[src/rtl/tl_rx_vc_pkg.sv]
// Shared definitions for the receive VC write sequencer and buffer control.
// Status encodings are consumed directly by buffer control.
package tl_rx_vc_pkg;

    typedef logic [1:0] w_status_t;

    localparam w_status_t ERROR_EVALUATE = 2'b00;
    localparam w_status_t HDR_RCV        = 2'b01;
    localparam w_status_t DATA_RCV       = 2'b10;
    localparam w_status_t ERROR_CHK      = 2'b11;

    localparam int ERR_TIMEOUT = 16;

endpackage

[src/rtl/tl_rx_vc_write_ctrl_if.sv]
// Bundle between DLL/error checker/buffer control and the VC write sequencer.
// master: surrounding logic; slave: the write sequencer.
interface tl_rx_vc_write_ctrl_if #(
    parameter int HDR_PTR_SIZE  = 8,
    parameter int DATA_PTR_SIZE = 11
);
    logic                     i_dll_valid;
    logic                     i_dll_sop;
    logic                     i_dll_eop;
    logic                     i_dll_has_data;
    logic                     i_dll_td;
    logic                     i_err_valid;
    logic                     i_err_flag;
    logic                     i_hdr_full;
    logic                     i_data_full;
    logic                     i_w_hdr_inc;
    logic                     i_w_data_en;
    logic                     i_w_data_ptr_ld;
    logic [1:0]               o_w_status;
    logic                     o_w_valid;
    logic                     o_hdr_write_flag;
    logic                     o_digest_cycle_flag;
    logic                     o_w_data_transaction;
    logic [HDR_PTR_SIZE-1:0]  o_w_hdr_ptr;
    logic [DATA_PTR_SIZE-1:0] o_w_data_ptr;
    logic [DATA_PTR_SIZE-1:0] o_w_data_cntr;
    logic                     o_tlp_drop;

    modport master (
        output i_dll_valid, i_dll_sop, i_dll_eop, i_dll_has_data, i_dll_td,
        output i_err_valid, i_err_flag, i_hdr_full, i_data_full,
        output i_w_hdr_inc, i_w_data_en, i_w_data_ptr_ld,
        input  o_w_status, o_w_valid, o_hdr_write_flag, o_digest_cycle_flag,
        input  o_w_data_transaction, o_w_hdr_ptr, o_w_data_ptr,
        input  o_w_data_cntr, o_tlp_drop
    );

    modport slave (
        input  i_dll_valid, i_dll_sop, i_dll_eop, i_dll_has_data, i_dll_td,
        input  i_err_valid, i_err_flag, i_hdr_full, i_data_full,
        input  i_w_hdr_inc, i_w_data_en, i_w_data_ptr_ld,
        output o_w_status, o_w_valid, o_hdr_write_flag, o_digest_cycle_flag,
        output o_w_data_transaction, o_w_hdr_ptr, o_w_data_ptr,
        output o_w_data_cntr, o_tlp_drop
    );

endinterface

[src/rtl/tl_rx_vc_write_ctrl_w_ptr_unit.sv]
// Committed header/data write pointers and speculative data counter,
// with commit and rollback of the counter.
module tl_rx_vc_w_ptr_unit #(
    parameter int HDR_PTR_SIZE  = 8,
    parameter int DATA_PTR_SIZE = 11
) (
    input  logic                     clk,
    input  logic                     rst_n,
    input  logic                     data_inc,
    input  logic                     hdr_inc,
    input  logic                     ptr_ld,
    input  logic                     rollback,
    output logic [HDR_PTR_SIZE-1:0]  hdr_ptr,
    output logic [DATA_PTR_SIZE-1:0] data_ptr,
    output logic [DATA_PTR_SIZE-1:0] data_cntr
);

    always_ff @(posedge clk or negedge rst_n) begin
        if (!rst_n) begin
            hdr_ptr   <= '0;
            data_ptr  <= '0;
            data_cntr <= '0;
        end else begin
            if (hdr_inc)
                hdr_ptr <= hdr_ptr + 1'b1;
            if (ptr_ld)
                data_ptr <= data_cntr;
            if (rollback)
                data_cntr <= data_ptr;
            else if (data_inc)
                data_cntr <= data_cntr + 1'b1;
        end
    end

endmodule

[src/rtl/tl_rx_vc_write_ctrl.sv]
// Write-side sequencer for one receive VC (status FSM and buffer strobes).
// Optional TL_RX_VC_ERR_TIMEOUT_EN: drop a TLP whose error verdict never arrives.
module tl_rx_vc_write_ctrl
    import tl_rx_vc_pkg::*;
#(
    parameter int HDR_PTR_SIZE  = 8,
    parameter int DATA_PTR_SIZE = 11
) (
    input  logic                 i_clk,
    input  logic                 i_n_rst,
    tl_rx_vc_write_ctrl_if.slave bus
);

    w_status_t state, state_nxt;
    logic      has_data_q, td_q, ovf;
    logic      w_valid_q, drop_q;
    logic      sop, go_eval, accept_nxt, timeout;
    logic      hdr_write, digest;

    assign sop        = bus.i_dll_valid & bus.i_dll_sop;
    assign accept_nxt = bus.i_err_valid & ~bus.i_err_flag & ~ovf;
    assign go_eval    = (state == ERROR_CHK) & (bus.i_err_valid | timeout);

`ifdef TL_RX_VC_ERR_TIMEOUT_EN
    logic [3:0] tmo_cnt;

    always_ff @(posedge i_clk or negedge i_n_rst) begin
        if (!i_n_rst)
            tmo_cnt <= '0;
        else if (state == ERROR_CHK)
            tmo_cnt <= tmo_cnt + 1'b1;
        else
            tmo_cnt <= '0;
    end

    assign timeout = (state == ERROR_CHK) &
                     (tmo_cnt == 4'(ERR_TIMEOUT - 1));
`else
    assign timeout = 1'b0;
`endif

    always_ff @(posedge i_clk or negedge i_n_rst) begin
        if (!i_n_rst)
            state <= HDR_RCV;
        else
            state <= state_nxt;
    end

    always_comb begin
        state_nxt = state;
        unique case (state)
            HDR_RCV:
                if (sop)
                    state_nxt = bus.i_dll_eop ? ERROR_CHK : DATA_RCV;
            DATA_RCV:
                if (bus.i_dll_valid & (bus.i_dll_eop | bus.i_dll_sop))
                    state_nxt = ERROR_CHK;
            ERROR_CHK:
                if (go_eval)
                    state_nxt = ERROR_EVALUATE;
            default:
                state_nxt = HDR_RCV;
        endcase
    end

    always_comb begin
        hdr_write = 1'b0;
        digest    = 1'b0;
        unique case (1'b1)
            (state == HDR_RCV):
                hdr_write = sop;
            (state == DATA_RCV):
                digest = bus.i_dll_valid & bus.i_dll_eop & td_q;
            default: ;
        endcase
    end

    // An SOP inside DATA_RCV truncates the current TLP, so it is marked bad.
    always_ff @(posedge i_clk or negedge i_n_rst) begin
        if (!i_n_rst) begin
            has_data_q <= 1'b0;
            td_q       <= 1'b0;
            ovf        <= 1'b0;
            w_valid_q  <= 1'b0;
            drop_q     <= 1'b0;
        end else begin
            w_valid_q <= go_eval & accept_nxt;
            drop_q    <= go_eval & ~accept_nxt;
            unique case (state)
                HDR_RCV:
                    if (sop) begin
                        has_data_q <= bus.i_dll_has_data;
                        td_q       <= bus.i_dll_td;
                        ovf        <= bus.i_hdr_full;
                    end
                DATA_RCV:
                    if (bus.i_dll_valid &
                        (bus.i_dll_sop | (has_data_q & bus.i_data_full)))
                        ovf <= 1'b1;
                ERROR_CHK: ;
                default: begin
                    has_data_q <= 1'b0;
                    td_q       <= 1'b0;
                    ovf        <= 1'b0;
                end
            endcase
        end
    end

    tl_rx_vc_w_ptr_unit #(
        .HDR_PTR_SIZE  (HDR_PTR_SIZE),
        .DATA_PTR_SIZE (DATA_PTR_SIZE)
    ) u_ptr (
        .clk       (i_clk),
        .rst_n     (i_n_rst),
        .data_inc  ((state == DATA_RCV) & bus.i_w_data_en),
        .hdr_inc   ((state == ERROR_EVALUATE) & bus.i_w_hdr_inc),
        .ptr_ld    ((state == ERROR_EVALUATE) & bus.i_w_data_ptr_ld),
        .rollback  ((state == ERROR_EVALUATE) & ~w_valid_q),
        .hdr_ptr   (bus.o_w_hdr_ptr),
        .data_ptr  (bus.o_w_data_ptr),
        .data_cntr (bus.o_w_data_cntr)
    );

    assign bus.o_w_status           = state;
    assign bus.o_w_valid            = w_valid_q;
    assign bus.o_tlp_drop           = drop_q;
    assign bus.o_w_data_transaction = has_data_q;
    assign bus.o_hdr_write_flag     = hdr_write;
    assign bus.o_digest_cycle_flag  = digest;

endmodule

[src/flat_wrapper.sv]
// flat-port wrapper written by rule: the top's interface ports become plain ports
module tl_rx_vc_write_ctrl_flat import tl_rx_vc_pkg::*;
#(
    parameter int HDR_PTR_SIZE  = 8,
    parameter int DATA_PTR_SIZE = 11
)
  (i_clk, i_n_rst, bus_i_dll_valid, bus_i_dll_sop, bus_i_dll_eop, bus_i_dll_has_data, bus_i_dll_td, bus_i_err_valid, bus_i_err_flag, bus_i_hdr_full, bus_i_data_full, bus_i_w_hdr_inc, bus_i_w_data_en, bus_i_w_data_ptr_ld, bus_o_w_status, bus_o_w_valid, bus_o_hdr_write_flag, bus_o_digest_cycle_flag, bus_o_w_data_transaction, bus_o_w_hdr_ptr, bus_o_w_data_ptr, bus_o_w_data_cntr, bus_o_tlp_drop);
  tl_rx_vc_write_ctrl_if #(.HDR_PTR_SIZE(HDR_PTR_SIZE), .DATA_PTR_SIZE(DATA_PTR_SIZE)) bus_i ();
  input  logic i_clk;
  input  logic i_n_rst;
  input wire logic [$bits(bus_i.i_dll_valid)-1:0] bus_i_dll_valid;
  input wire logic [$bits(bus_i.i_dll_sop)-1:0] bus_i_dll_sop;
  input wire logic [$bits(bus_i.i_dll_eop)-1:0] bus_i_dll_eop;
  input wire logic [$bits(bus_i.i_dll_has_data)-1:0] bus_i_dll_has_data;
  input wire logic [$bits(bus_i.i_dll_td)-1:0] bus_i_dll_td;
  input wire logic [$bits(bus_i.i_err_valid)-1:0] bus_i_err_valid;
  input wire logic [$bits(bus_i.i_err_flag)-1:0] bus_i_err_flag;
  input wire logic [$bits(bus_i.i_hdr_full)-1:0] bus_i_hdr_full;
  input wire logic [$bits(bus_i.i_data_full)-1:0] bus_i_data_full;
  input wire logic [$bits(bus_i.i_w_hdr_inc)-1:0] bus_i_w_hdr_inc;
  input wire logic [$bits(bus_i.i_w_data_en)-1:0] bus_i_w_data_en;
  input wire logic [$bits(bus_i.i_w_data_ptr_ld)-1:0] bus_i_w_data_ptr_ld;
  output wire logic [$bits(bus_i.o_w_status)-1:0] bus_o_w_status;
  output wire logic [$bits(bus_i.o_w_valid)-1:0] bus_o_w_valid;
  output wire logic [$bits(bus_i.o_hdr_write_flag)-1:0] bus_o_hdr_write_flag;
  output wire logic [$bits(bus_i.o_digest_cycle_flag)-1:0] bus_o_digest_cycle_flag;
  output wire logic [$bits(bus_i.o_w_data_transaction)-1:0] bus_o_w_data_transaction;
  output wire logic [$bits(bus_i.o_w_hdr_ptr)-1:0] bus_o_w_hdr_ptr;
  output wire logic [$bits(bus_i.o_w_data_ptr)-1:0] bus_o_w_data_ptr;
  output wire logic [$bits(bus_i.o_w_data_cntr)-1:0] bus_o_w_data_cntr;
  output wire logic [$bits(bus_i.o_tlp_drop)-1:0] bus_o_tlp_drop;
  assign bus_i.i_dll_valid = bus_i_dll_valid;
  assign bus_i.i_dll_sop = bus_i_dll_sop;
  assign bus_i.i_dll_eop = bus_i_dll_eop;
  assign bus_i.i_dll_has_data = bus_i_dll_has_data;
  assign bus_i.i_dll_td = bus_i_dll_td;
  assign bus_i.i_err_valid = bus_i_err_valid;
  assign bus_i.i_err_flag = bus_i_err_flag;
  assign bus_i.i_hdr_full = bus_i_hdr_full;
  assign bus_i.i_data_full = bus_i_data_full;
  assign bus_i.i_w_hdr_inc = bus_i_w_hdr_inc;
  assign bus_i.i_w_data_en = bus_i_w_data_en;
  assign bus_i.i_w_data_ptr_ld = bus_i_w_data_ptr_ld;
  assign bus_o_w_status = bus_i.o_w_status;
  assign bus_o_w_valid = bus_i.o_w_valid;
  assign bus_o_hdr_write_flag = bus_i.o_hdr_write_flag;
  assign bus_o_digest_cycle_flag = bus_i.o_digest_cycle_flag;
  assign bus_o_w_data_transaction = bus_i.o_w_data_transaction;
  assign bus_o_w_hdr_ptr = bus_i.o_w_hdr_ptr;
  assign bus_o_w_data_ptr = bus_i.o_w_data_ptr;
  assign bus_o_w_data_cntr = bus_i.o_w_data_cntr;
  assign bus_o_tlp_drop = bus_i.o_tlp_drop;
  tl_rx_vc_write_ctrl #(.HDR_PTR_SIZE(HDR_PTR_SIZE), .DATA_PTR_SIZE(DATA_PTR_SIZE)) u_core (.i_clk(i_clk), .i_n_rst(i_n_rst), .bus(bus_i));
endmodule
[config.mk]
export PLATFORM = sky130hd
export DESIGN_NAME = tl_rx_vc_write_ctrl_flat
export DESIGN_NICKNAME = d
export VERILOG_FILES = /design/src/rtl/tl_rx_vc_pkg.sv /design/src/rtl/tl_rx_vc_write_ctrl_if.sv /design/src/rtl/tl_rx_vc_write_ctrl_w_ptr_unit.sv /design/src/rtl/tl_rx_vc_write_ctrl.sv /design/src/flat_wrapper.sv
export SDC_FILE = /design/constraint.sdc
export NUM_CORES = 1
export LEC_CHECK = 0
export ABC_AREA = 1
export CAP_MARGIN = 20
export CORE_MARGIN = 3
export CORE_UTILIZATION = 44
export DETAILED_ROUTE_END_ITERATION = 8
export PLACE_DENSITY = 0.76
export SYNTH_ARGS = -nofsm -noshare
export SYNTH_HDL_FRONTEND = slang
export SYNTH_HIERARCHICAL = 1
export SYNTH_SLANG_ARGS = --single-unit
[constraint.sdc]
create_clock -name i_clk -period 1.5 [get_ports i_clk]
set_input_delay 0.225 -clock i_clk [delete_from_list [all_inputs] [get_ports i_clk]]
set_output_delay 0.225 -clock i_clk [all_outputs]
set_load 0.1 [all_outputs]
==> results of run 1 <==
## cells in the mapped netlist
cell                        n
sky130_fd_sc_hd__a21oi_1   10
sky130_fd_sc_hd__a22oi_1    7
sky130_fd_sc_hd__buf_2      3
sky130_fd_sc_hd__buf_4      1
sky130_fd_sc_hd__dfrtp_1   36
sky130_fd_sc_hd__dfstp_2    1
sky130_fd_sc_hd__ha_1       7
sky130_fd_sc_hd__inv_1     30
sky130_fd_sc_hd__inv_2      1
sky130_fd_sc_hd__mux2_2     6
sky130_fd_sc_hd__nand2_1   68
sky130_fd_sc_hd__nand2_2    3
sky130_fd_sc_hd__nand3_1   18
sky130_fd_sc_hd__nand3_2    3
sky130_fd_sc_hd__nand3b_1   2
sky130_fd_sc_hd__nand4_1    1
sky130_fd_sc_hd__nor2_1    16
sky130_fd_sc_hd__nor2_2     2
sky130_fd_sc_hd__nor2_4     3
sky130_fd_sc_hd__nor3_1     1
sky130_fd_sc_hd__nor3_2     1
sky130_fd_sc_hd__o211ai_1   1
sky130_fd_sc_hd__o21ai_0    4
sky130_fd_sc_hd__o21ai_1    6
sky130_fd_sc_hd__xnor2_1    2
sky130_fd_sc_hd__xor2_1     5
## how the worst max path moves through the flow
stage | from | to
2_1_floorplan | u_core/bus.o_w_status[0] | bus_o_hdr_write_flag
3_3_place_gp | bus_i_w_data_ptr_ld | u_core/u_ptr/data_ptr[0]
3_5_place_dp | u_core/bus.o_w_status[0] | u_core/u_ptr/data_cntr[3]
4_1_cts | u_core/bus.o_w_status[0] | bus_o_hdr_write_flag
5_1_grt | u_core/bus.o_w_status[0] | bus_o_hdr_write_flag
6_report | u_core/bus.o_w_status[0] | bus_o_hdr_write_flag
## registers in the layout (all words and copies together), names as in the netlist
name and flops:
u_core/u_ptr/data_cntr 11, u_core/u_ptr/data_ptr 11, u_core/bus.o_tlp_drop 1, u_core/bus.o_w_data_transaction 1
u_core/ovf 1, u_core/u_ptr/hdr_ptr 8, u_core/bus.o_w_valid 1, u_core/bus.o_w_status 2
u_core/td_q 1
## stage by stage
stage / TNS, ns / hold slack [ns]
final: -1.53 / 0.384
after global routing: -2.85 / 0.431
after CTS: -0.514 / 0.394
after detailed placement: -0.288 / 0.170
after global placement: 0 / 0.167
after floorplan: -4.62 / -0.0706
## area by class of cell
type / count / area [µm²] / share of cell area
multi-input combinational: 166 / 1100 / 0.321
timing repair buffer: 72 / 1090 / 0.320
sequential: 37 / 953 / 0.279
inverter: 31 / 134 / 0.0391
clock buffer: 8 / 80.1 / 0.0234
tap: 50 / 62.6 / 0.0183
## cells by family (layout without fill, tap and decap cells)
group / Yosys count / in the layout / synth area share
compound gates: 28 / 28 / 0.0809
xor+xnor: 7 / 7 / 0.0310
fa+ha+maj: 7 / 7 / 0.0442
buf+inv: 35 / 111 / 0.0702
flops: 37 / 37 / 0.468
mux: 6 / 6 / 0.0341
simple gates: 118 / 118 / 0.271
## per-layer routing
metal  routed length, µm  GRT usage
met1                2220      0.258
met5                   0          0
met3                 423     0.0716
met4                 171     0.0758
met2                2830      0.379
## critical path, stage by stage, from the launching register on
cell and delay (ns):
sky130_fd_sc_hd__dfstp_4 0.64, sky130_fd_sc_hd__buf_6 0.11, sky130_fd_sc_hd__ha_4 0.13, sky130_fd_sc_hd__inv_2 0.04, sky130_fd_sc_hd__nor2_4 0.09, sky130_fd_sc_hd__buf_12 0.18
## timing repair
action | CTS | global route
hold buffers | 1 | 0
endpoints found under the hold margin | 14 | 0
cloned | 0 | 0
pin swaps | 3 | 15
setup endpoints to repair | 18 | 24
gates resized for setup | 9 | 24
buffers inserted | 4 | 5
==> qor.tcl, run 1 <==
set qor(ctsHtreeMaxLevel) 2
set qor(finish.utilization) 0.820
set qor(io-pin-count) 51
set qor(finalWorstSetupSlack_ns) -0.211
set qor(total_grt_usage) 0.221
set qor(r2r-end) {u_core/u_ptr/hdr_ptr[2]}
set qor(vias) 1930
set qor(worst-endpoint-required_ns) 1.27
set qor(final_common_cell) {sky130_fd_sc_hd__nand2_1}
set qor(violations) {setup timing}
set qor(finalNetCount) 334
set qor(worstPathArrival_ns) 1.49
set qor(finalWeightedCongestion) 0.873
set qor(placement.setup.worst_slack_ns) -0.0422
set qor(fin_cells) 364
set qor(placeable_core_region_mm2) 0.00417
set qor(floorplan.rows) 23
set qor(cts.clk_slew.worst_paths_ns) 0.08
set qor(post_synth_main_area_contributors) {sky130_fd_sc_hd__dfrtp_1 46%, sky130_fd_sc_hd__nand2_1 13%, sky130_fd_sc_hd__inv_1 5.7%}
set qor(route.antenna.remaining_nets) 0
set qor(critPathMaxFanout) 3
set qor(min_period_over_period) 1.14
set qor(floorplan.die_area_mm2) 0.00534
set qor(die_x_um) 73.1
set qor(path_class) {flip-flop to output pin}
set qor(final_hold_viols) 0
set qor(share_of_synthesized_area_occupied_by_flip_flops_and_latches) 0.468
set qor(route.final.wire_length_um) 5640
set qor(worstMarginPinSlew_ns) 0.395
set qor(mappedNetlistNets) 259
set qor(grt_first_pass_wirelength_um) 8980
set qor(inserted_clock_buffers) 5
set qor(routed_vias_inst) 5.30
set qor(areaGrowthSynthToFinish_pct) 72.8
set qor(cell_type_with_the_highest_aggregate_area_in_the_netlist) {sky130_fd_sc_hd__dfrtp_1}
set qor(cts_root_buffer) {sky130_fd_sc_hd__clkbuf_8}
set qor(slew_headroom) 0.737
set qor(start_kind) {flip-flop}
set qor(dp_area_mm2) 0.00314
set qor(antenna_violations_before_repair) 0
set qor(synth.avg_cell_area_um2) 8.32
set qor(number_of_global_route_vias_before_repair) 1887
set qor(rsz0062_at_grt) {yes}
set qor(place.detailed.hpwl_um) 3830
set qor(postSynthCellCount) 238
set qor(clock_tree_from_tritoncts) {done}
set qor(number_of_storage_elements_in_the_synthesis_netlist) 37
set qor(initial_standard_cell_utilization_of_the_core) 0.474
set qor(placedCellCount) 346
set qor(port_buffers) 50
set qor(timing.reg2reg.setup_slack_ns) -0.15
set qor(max_cap_violations) 0
set qor(tritoncts_num_sinks) 37
set qor(most_frequent_cells_in_the_layout) {60 x sky130_fd_sc_hd__nand2_1, 40 x sky130_fd_sc_hd__buf_12, 20 x sky130_fd_sc_hd__dfrtp_1, 19 x sky130_fd_sc_hd__inv_1}
set qor(timing_max_transition_violations_final) 0
set qor(timing.hold.worst.class) {primary input to async pin}
set qor(syn-cell-area_mm2) 0.00198
set qor(clock_skew_ns) 0.00908
set qor(clock_latency_on_the_worst_skew_pair_ns) 0.29
set qor(max_freq_ghz) 0.584
set qor(clockBufferDepth) 2
set qor(synth_top_cell_area_share) 0.455
set qor(antenna-diode-count) 0
set qor(finalSetupViolCount) 19
set qor(fraction_of_final_layout_cells_sized_beyond_drive_strength_1) 0.439
set qor(period_needed_ns) 1.71
set qor(ff2ff_path_depth) 9
set qor(drtIter0Drc) 157
set qor(ys.warnings.count) 6
set qor(synth.distinct_cells) 26
set qor(crit-reg2reg-launch) {u_core/bus.o_w_status[0]}
set qor(grt_max_degree) 23
set qor(height_of_the_chip_um) 73.1
set qor(design_area_mm2) 0.00342
set qor(drt_first_pass_iters) 4
set qor(drc_markers) 0
set qor(num-fill-cells) 222
set qor(wl_per_cell_um) 15.5
set qor(setup.worst_path.end_class) {output pin}
set qor(grt_remaining_overflow) 0
set qor(run_status) {complete, but fails checks}
Power of run 1 is left out: the tool's default activity adds up to more than one toggle a clock period on the data nets, which glitch-free logic cannot reach.
==> run 2, diff against run 1 <==
--- a/config.mk
+++ b/config.mk
@@ -10,7 +10,7 @@
 export CORE_MARGIN = 3
 export CORE_UTILIZATION = 44
 export DETAILED_ROUTE_END_ITERATION = 8
-export PLACE_DENSITY = 0.76
+export PLACE_DENSITY = 0.8
 export SYNTH_ARGS = -nofsm -noshare
 export SYNTH_HDL_FRONTEND = slang
 export SYNTH_HIERARCHICAL = 1
==> qor.tcl, run 2 (synthesized netlist as in run 1, its figures left out) <==
set qor(timing.reg2reg.setup_slack_ns) -0.18
set qor(worstPathArrival_ns) 1.48
set qor(rsz0062_at_grt) {yes}
set qor(min_path_cells) 3
set qor(cts_root_buffer) {sky130_fd_sc_hd__clkbuf_8}
set qor(min_period_over_period) 1.14
set qor(placeable_core_region_mm2) 0.00417
set qor(critPathMaxFanout) 2
set qor(vias) 2006
set qor(route.top_layer_used) {met4}
set qor(setup.worst_path.end_class) {output pin}
set qor(met2_length_um) 3250
set qor(drt_first_pass_iters) 4
set qor(clock_tree_from_tritoncts) {done}
set qor(slew_headroom) 0.676
set qor(final_common_cell) {sky130_fd_sc_hd__nand2_1}
set qor(die_x_um) 73.1
set qor(wl_per_cell_um) 16.9
set qor(most_frequent_cells_in_the_layout) {62 x sky130_fd_sc_hd__nand2_1, 38 x sky130_fd_sc_hd__buf_12, 20 x sky130_fd_sc_hd__dfrtp_1, 19 x sky130_fd_sc_hd__inv_1, 16 x sky130_fd_sc_hd__nand3_1}
set qor(finalWorstSetupSlack_ns) -0.209
set qor(total_grt_usage) 0.226
set qor(io-pin-count) 51
set qor(antenna_violations_before_repair) 0
set qor(final_hold_viols) 0
set qor(ff2ff_path_depth) 8
set qor(finish.utilization) 0.835
set qor(route.antenna.remaining_nets) 0
set qor(timing_max_transition_violations_final) 0
set qor(worst-endpoint-required_ns) 1.27
set qor(met1Wirelength_um) 2480
set qor(clock_skew_ns) 0.00997
set qor(placement.setup.worst_slack_ns) -0.0581
set qor(path_class) {flip-flop to output pin}
set qor(dr_wl_met3_um) 377
set qor(r2r-end) {u_core/u_ptr/data_cntr[6]}
set qor(num-fill-cells) 206
set qor(place.detailed.hpwl_um) 3760
set qor(cp_slowest_cell) {sky130_fd_sc_hd__dfstp_4}
set qor(grt_max_degree) 38
set qor(run_status) {complete, but fails checks}
set qor(timing.hold.worst.class) {primary input to flip-flop}
set qor(worstMarginPinSlew_ns) 0.487
set qor(port_buffers) 50
set qor(grt_first_pass_wirelength_um) 9190
set qor(start_kind) {flip-flop}
set qor(violations) {setup timing}
set qor(areaGrowthSynthToFinish_pct) 76.0
set qor(antenna-diode-count) 0
set qor(max_freq_ghz) 0.585
set qor(holdPathEnd) {u_core/bus.o_w_data_transaction}
set qor(inserted_clock_buffers) 5
set qor(timing.critical_path.slowest_cell_delay_ns) 0.64
set qor(floorplan.rows) 23
set qor(path_cells) {buf_6 -> ha_4 -> inv_2 -> nor2_4 -> buf_12}
set qor(routed_vias_inst) 5.44
set qor(route.final.wire_length_um) 6240
set qor(final.setup.tns_ns) -2.00
set qor(fraction_of_final_layout_cells_sized_beyond_drive_strength_1) 0.461
set qor(drc_markers) 0
set qor(crit-reg2reg-launch) {u_core/bus.o_w_status[0]}
set qor(number_of_global_route_vias_before_repair) 1926
set qor(clock_latency_on_the_worst_skew_pair_ns) 0.29
set qor(height_of_the_chip_um) 73.1
set qor(floorplan.die_area_mm2) 0.00534
set qor(drtIter0Drc) 201
set qor(reg.largest.list) {u_core/u_ptr/data_cntr: 11 flops, u_core/u_ptr/data_ptr: 11 flops, u_core/u_ptr/hdr_ptr: 8 flops}
set qor(finalNetCount) 339
set qor(max_cap_violations) 0
set qor(initial_standard_cell_utilization_of_the_core) 0.474
set qor(period_needed_ns) 1.71
set qor(clockBufferDepth) 2
set qor(worstHoldStart) {bus_i_dll_has_data}
set qor(ctsHtreeMaxLevel) 2
set qor(tritoncts_num_sinks) 37
set qor(grt_remaining_overflow) 0
set qor(finalSetupViolCount) 17
set qor(final.hold.worst_slack_ns) 0.475
set qor(finalWeightedCongestion) 0.850
set qor(cts.clk_slew.worst_paths_ns) 0.08
## run 2: final cells by class
type,instances,area (µm²),share of cell area
clock buffers,7,96.3,0.0277
clock inverters,1,5.00,0.00144
inverters,31,134,0.0384
multi-input cells,166,1100,0.317
flip-flops and latches,37,953,0.274
well taps,50,62.6,0.0180
repair buffers,77,1130,0.324
## run 2: worst max-delay path by stage
stage                              from                   endpoint  depth (start not counted)
6_report       u_core/bus.o_w_status[0]       bus_o_hdr_write_flag                          5
5_1_grt        u_core/bus.o_w_status[0]  u_core/u_ptr/data_cntr[9]                          9
4_1_cts        u_core/bus.o_w_status[0]       bus_o_hdr_write_flag                          5
3_5_place_dp   u_core/bus.o_w_status[0]   u_core/u_ptr/data_ptr[9]                          7
3_3_place_gp   u_core/bus.o_w_status[0]  u_core/u_ptr/data_cntr[4]                          7
2_1_floorplan  u_core/bus.o_w_status[0]       bus_o_hdr_write_flag                          3
## run 2: through the flow
| stage | instances | instance area [µm²] |
|---|---|---|
| after detailed placement | 346 | 3110 |
| final | 369 | 3480 |
| after CTS | 362 | 3330 |
| after floorplan | 238 | 2140 |
| after global routing | 369 | 3480 |
| after global placement | 346 | 3110 |
## run 2: what timing repair did
item	in CTS	in global routing
hold endpoints to repair	36	0
gates resized for setup	14	26
hold buffers	1	0
setup endpoints to repair	18	29
pin swaps	8	14
buffers inserted	7	7
## run 2: per-layer routing
layer	vias up	track usage
met3	18	0.0647
met4	0	0.0717
li1	921	-
met1	977	0.287
met5	-	0
met2	90	0.369
## run 2: critical path: cells and delay by family, from the launching register on
family / cells / cell delay, ns
flops: 1 / 0.64
buf+inv: 3 / 0.33
fa+ha+maj: 1 / 0.13
simple gates: 1 / 0.09
Power of run 2 is left out for the same reason.
==> run 3, diff against run 2 <==
--- a/config.mk
+++ b/config.mk
@@ -8,9 +8,9 @@
 export ABC_AREA = 1
 export CAP_MARGIN = 20
 export CORE_MARGIN = 3
-export CORE_UTILIZATION = 44
+export CORE_UTILIZATION = 49
 export DETAILED_ROUTE_END_ITERATION = 8
-export PLACE_DENSITY = 0.8
+export PLACE_DENSITY = 0.84
 export SYNTH_ARGS = -nofsm -noshare
 export SYNTH_HDL_FRONTEND = slang
 export SYNTH_HIERARCHICAL = 1
==> constraint.sdc (replaced) <==
create_clock -name i_clk -period 1.6 [get_ports i_clk]
set_input_delay 0.24 -clock i_clk [delete_from_list [all_inputs] [get_ports i_clk]]
set_output_delay 0.24 -clock i_clk [all_outputs]
set_load 0.1 [all_outputs]
==> qor.tcl, run 3 (synthesized netlist as in run 1, its figures left out) <==
set qor(run_status) {complete, but fails checks}
set qor(violations) {setup timing}
set qor(timing_max_transition_violations_final) 0
set qor(final_common_cell) {sky130_fd_sc_hd__nand2_1}
set qor(vias) 2073
set qor(inserted_clock_buffers) 5
set qor(crit-reg2reg-launch) {u_core/bus.o_w_status[0]}
set qor(floorplan.rows) 22
set qor(route.final.wire_length_um) 6680
set qor(path_class) {flip-flop to output pin}
set qor(final_hold_viols) 0
set qor(port_buffers) 50
set qor(clockBufferDepth) 2
set qor(max_freq_ghz) 0.581
set qor(min_period_over_period) 1.08
set qor(grt_max_degree) 38
set qor(timing.hold.worst.class) {primary input to flip-flop}
set qor(finalWorstSetupSlack_ns) -0.122
set qor(finalNetCount) 331
set qor(antenna_violations_before_repair) 0
set qor(setup.worst_path.end_class) {output pin}
set qor(cts.clk_slew.worst_paths_ns) 0.07
set qor(cts_root_buffer) {sky130_fd_sc_hd__clkbuf_8}
set qor(clock_latency_on_the_worst_skew_pair_ns) 0.29
set qor(finalWeightedCongestion) 0.856
set qor(fraction_of_final_layout_cells_sized_beyond_drive_strength_1) 0.405
set qor(grt_first_pass_wirelength_um) 9040
set qor(num-fill-cells) 152
set qor(worstSetupStartpoint) {u_core/bus.o_w_status[0]}
set qor(worstPathArrival_ns) 1.48
set qor(slew_headroom) 0.688
set qor(timing.reg2reg.setup_slack_ns) -0.04
set qor(ctsHtreeMaxLevel) 2
set qor(worstMarginPinSlew_ns) 0.468
set qor(drtIter0Drc) 317
set qor(rsz0062_at_grt) {yes}
set qor(start_kind) {flip-flop}
set qor(worst-endpoint-required_ns) 1.36
set qor(place.detailed.hpwl_um) 3840
set qor(routed_vias_inst) 5.77
set qor(drt_first_pass_iters) 6
set qor(tritoncts_num_sinks) 37
set qor(multi_input_comb_area_mm2) 0.00106
set qor(initial_standard_cell_utilization_of_the_core) 0.525
set qor(reg.largest.list) {u_core/u_ptr/data_cntr: 11 flops, u_core/u_ptr/data_ptr: 11 flops, u_core/u_ptr/hdr_ptr: 8 flops}
set qor(worstHoldStart) {bus_i_dll_has_data}
set qor(clock_skew_ns) 0.00436
set qor(die_x_um) 69.6
set qor(placeable_core_region_mm2) 0.00377
set qor(most_frequent_cells_in_the_layout) {64 x sky130_fd_sc_hd__nand2_1, 38 x sky130_fd_sc_hd__buf_12, 22 x sky130_fd_sc_hd__dfrtp_1, 21 x sky130_fd_sc_hd__inv_1, 16 x sky130_fd_sc_hd__nand3_1}
set qor(floorplan.die_area_mm2) 0.00484
set qor(antenna-diode-count) 0
set qor(total_grt_usage) 0.233
set qor(areaGrowthSynthToFinish_pct) 68.7
set qor(max_cap_violations) 0
set qor(io-pin-count) 51
set qor(period_needed_ns) 1.72
set qor(grt_remaining_overflow) 0
set qor(final-seq-area_um2) 951
set qor(final.setup.tns_ns) -0.436
set qor(drc_markers) 0
set qor(height_of_the_chip_um) 69.6
set qor(critPathMaxFanout) 2
set qor(placement.setup.worst_slack_ns) -0.0618
set qor(wl_per_cell_um) 18.6
set qor(route.antenna.remaining_nets) 0
set qor(number_of_global_route_vias_before_repair) 1933
set qor(clock_tree_from_tritoncts) {done}
set qor(finalSetupViolCount) 13
[run 3: per-layer routing]
metal / vias to the layer above / GRT usage / part of all wire
met1: 983 / 0.265 / 0.36
met5: - / 0 / 0
met2: 150 / 0.419 / 0.53
met4: 0 / 0.0824 / 0.038
li1: 904 / - / -
met3: 36 / 0.0580 / 0.077
[run 3: final timing paths]
check	to	cells after the start
max reg2reg	u_core/u_ptr/data_ptr[5]	6
max in group asynchronous	u_core/bus.o_w_status[1]	3
max	bus_o_hdr_write_flag	5
min	u_core/bus.o_w_data_transaction	3
min reg2reg	u_core/u_ptr/hdr_ptr[4]	1
min in group asynchronous	u_core/u_ptr/data_ptr[7]	3
[run 3: timing repair]
item                                   4_1_cts  5_1_grt
hold buffers                                 1        0
endpoints found under the hold margin       15        0
pin swaps                                    3        7
setup endpoints to repair                    9       22
buffers inserted                             6        6
resized for setup                            4       15
[run 3: worst max-delay path, stage by stage (launching register included)]
cell	delay, ns
sky130_fd_sc_hd__dfstp_4	0.64
sky130_fd_sc_hd__buf_6	0.11
sky130_fd_sc_hd__ha_4	0.13
sky130_fd_sc_hd__inv_2	0.04
sky130_fd_sc_hd__nor2_4	0.09
sky130_fd_sc_hd__buf_12	0.18
[run 3: cell type report]
cell class	instances	area share
sequential	37	0.285
clock buffer	7	0.0288
tap	48	0.0180
timing repair buffer	69	0.311
inverter	31	0.0397
multi-input combinational	166	0.316
clock inverter	1	0.00150
[run 3: through the flow]
| stage | hold WS [ns] | util | cell area [µm²] | instances |
|---|---|---|---|---|
| 2_1_floorplan | -0.0556 | - | 2140 | 238 |
| 3_5_place_dp | 0.306 | 0.812 | 3060 | 338 |
| 3_3_place_gp | 0.306 | 0.812 | 3060 | 338 |
| 4_1_cts | 0.499 | 0.856 | 3230 | 353 |
| 5_1_grt | 0.543 | 0.886 | 3340 | 359 |
| 6_report | 0.497 | 0.886 | 3340 | 359 |
Power of run 3 is left out for the same reason.
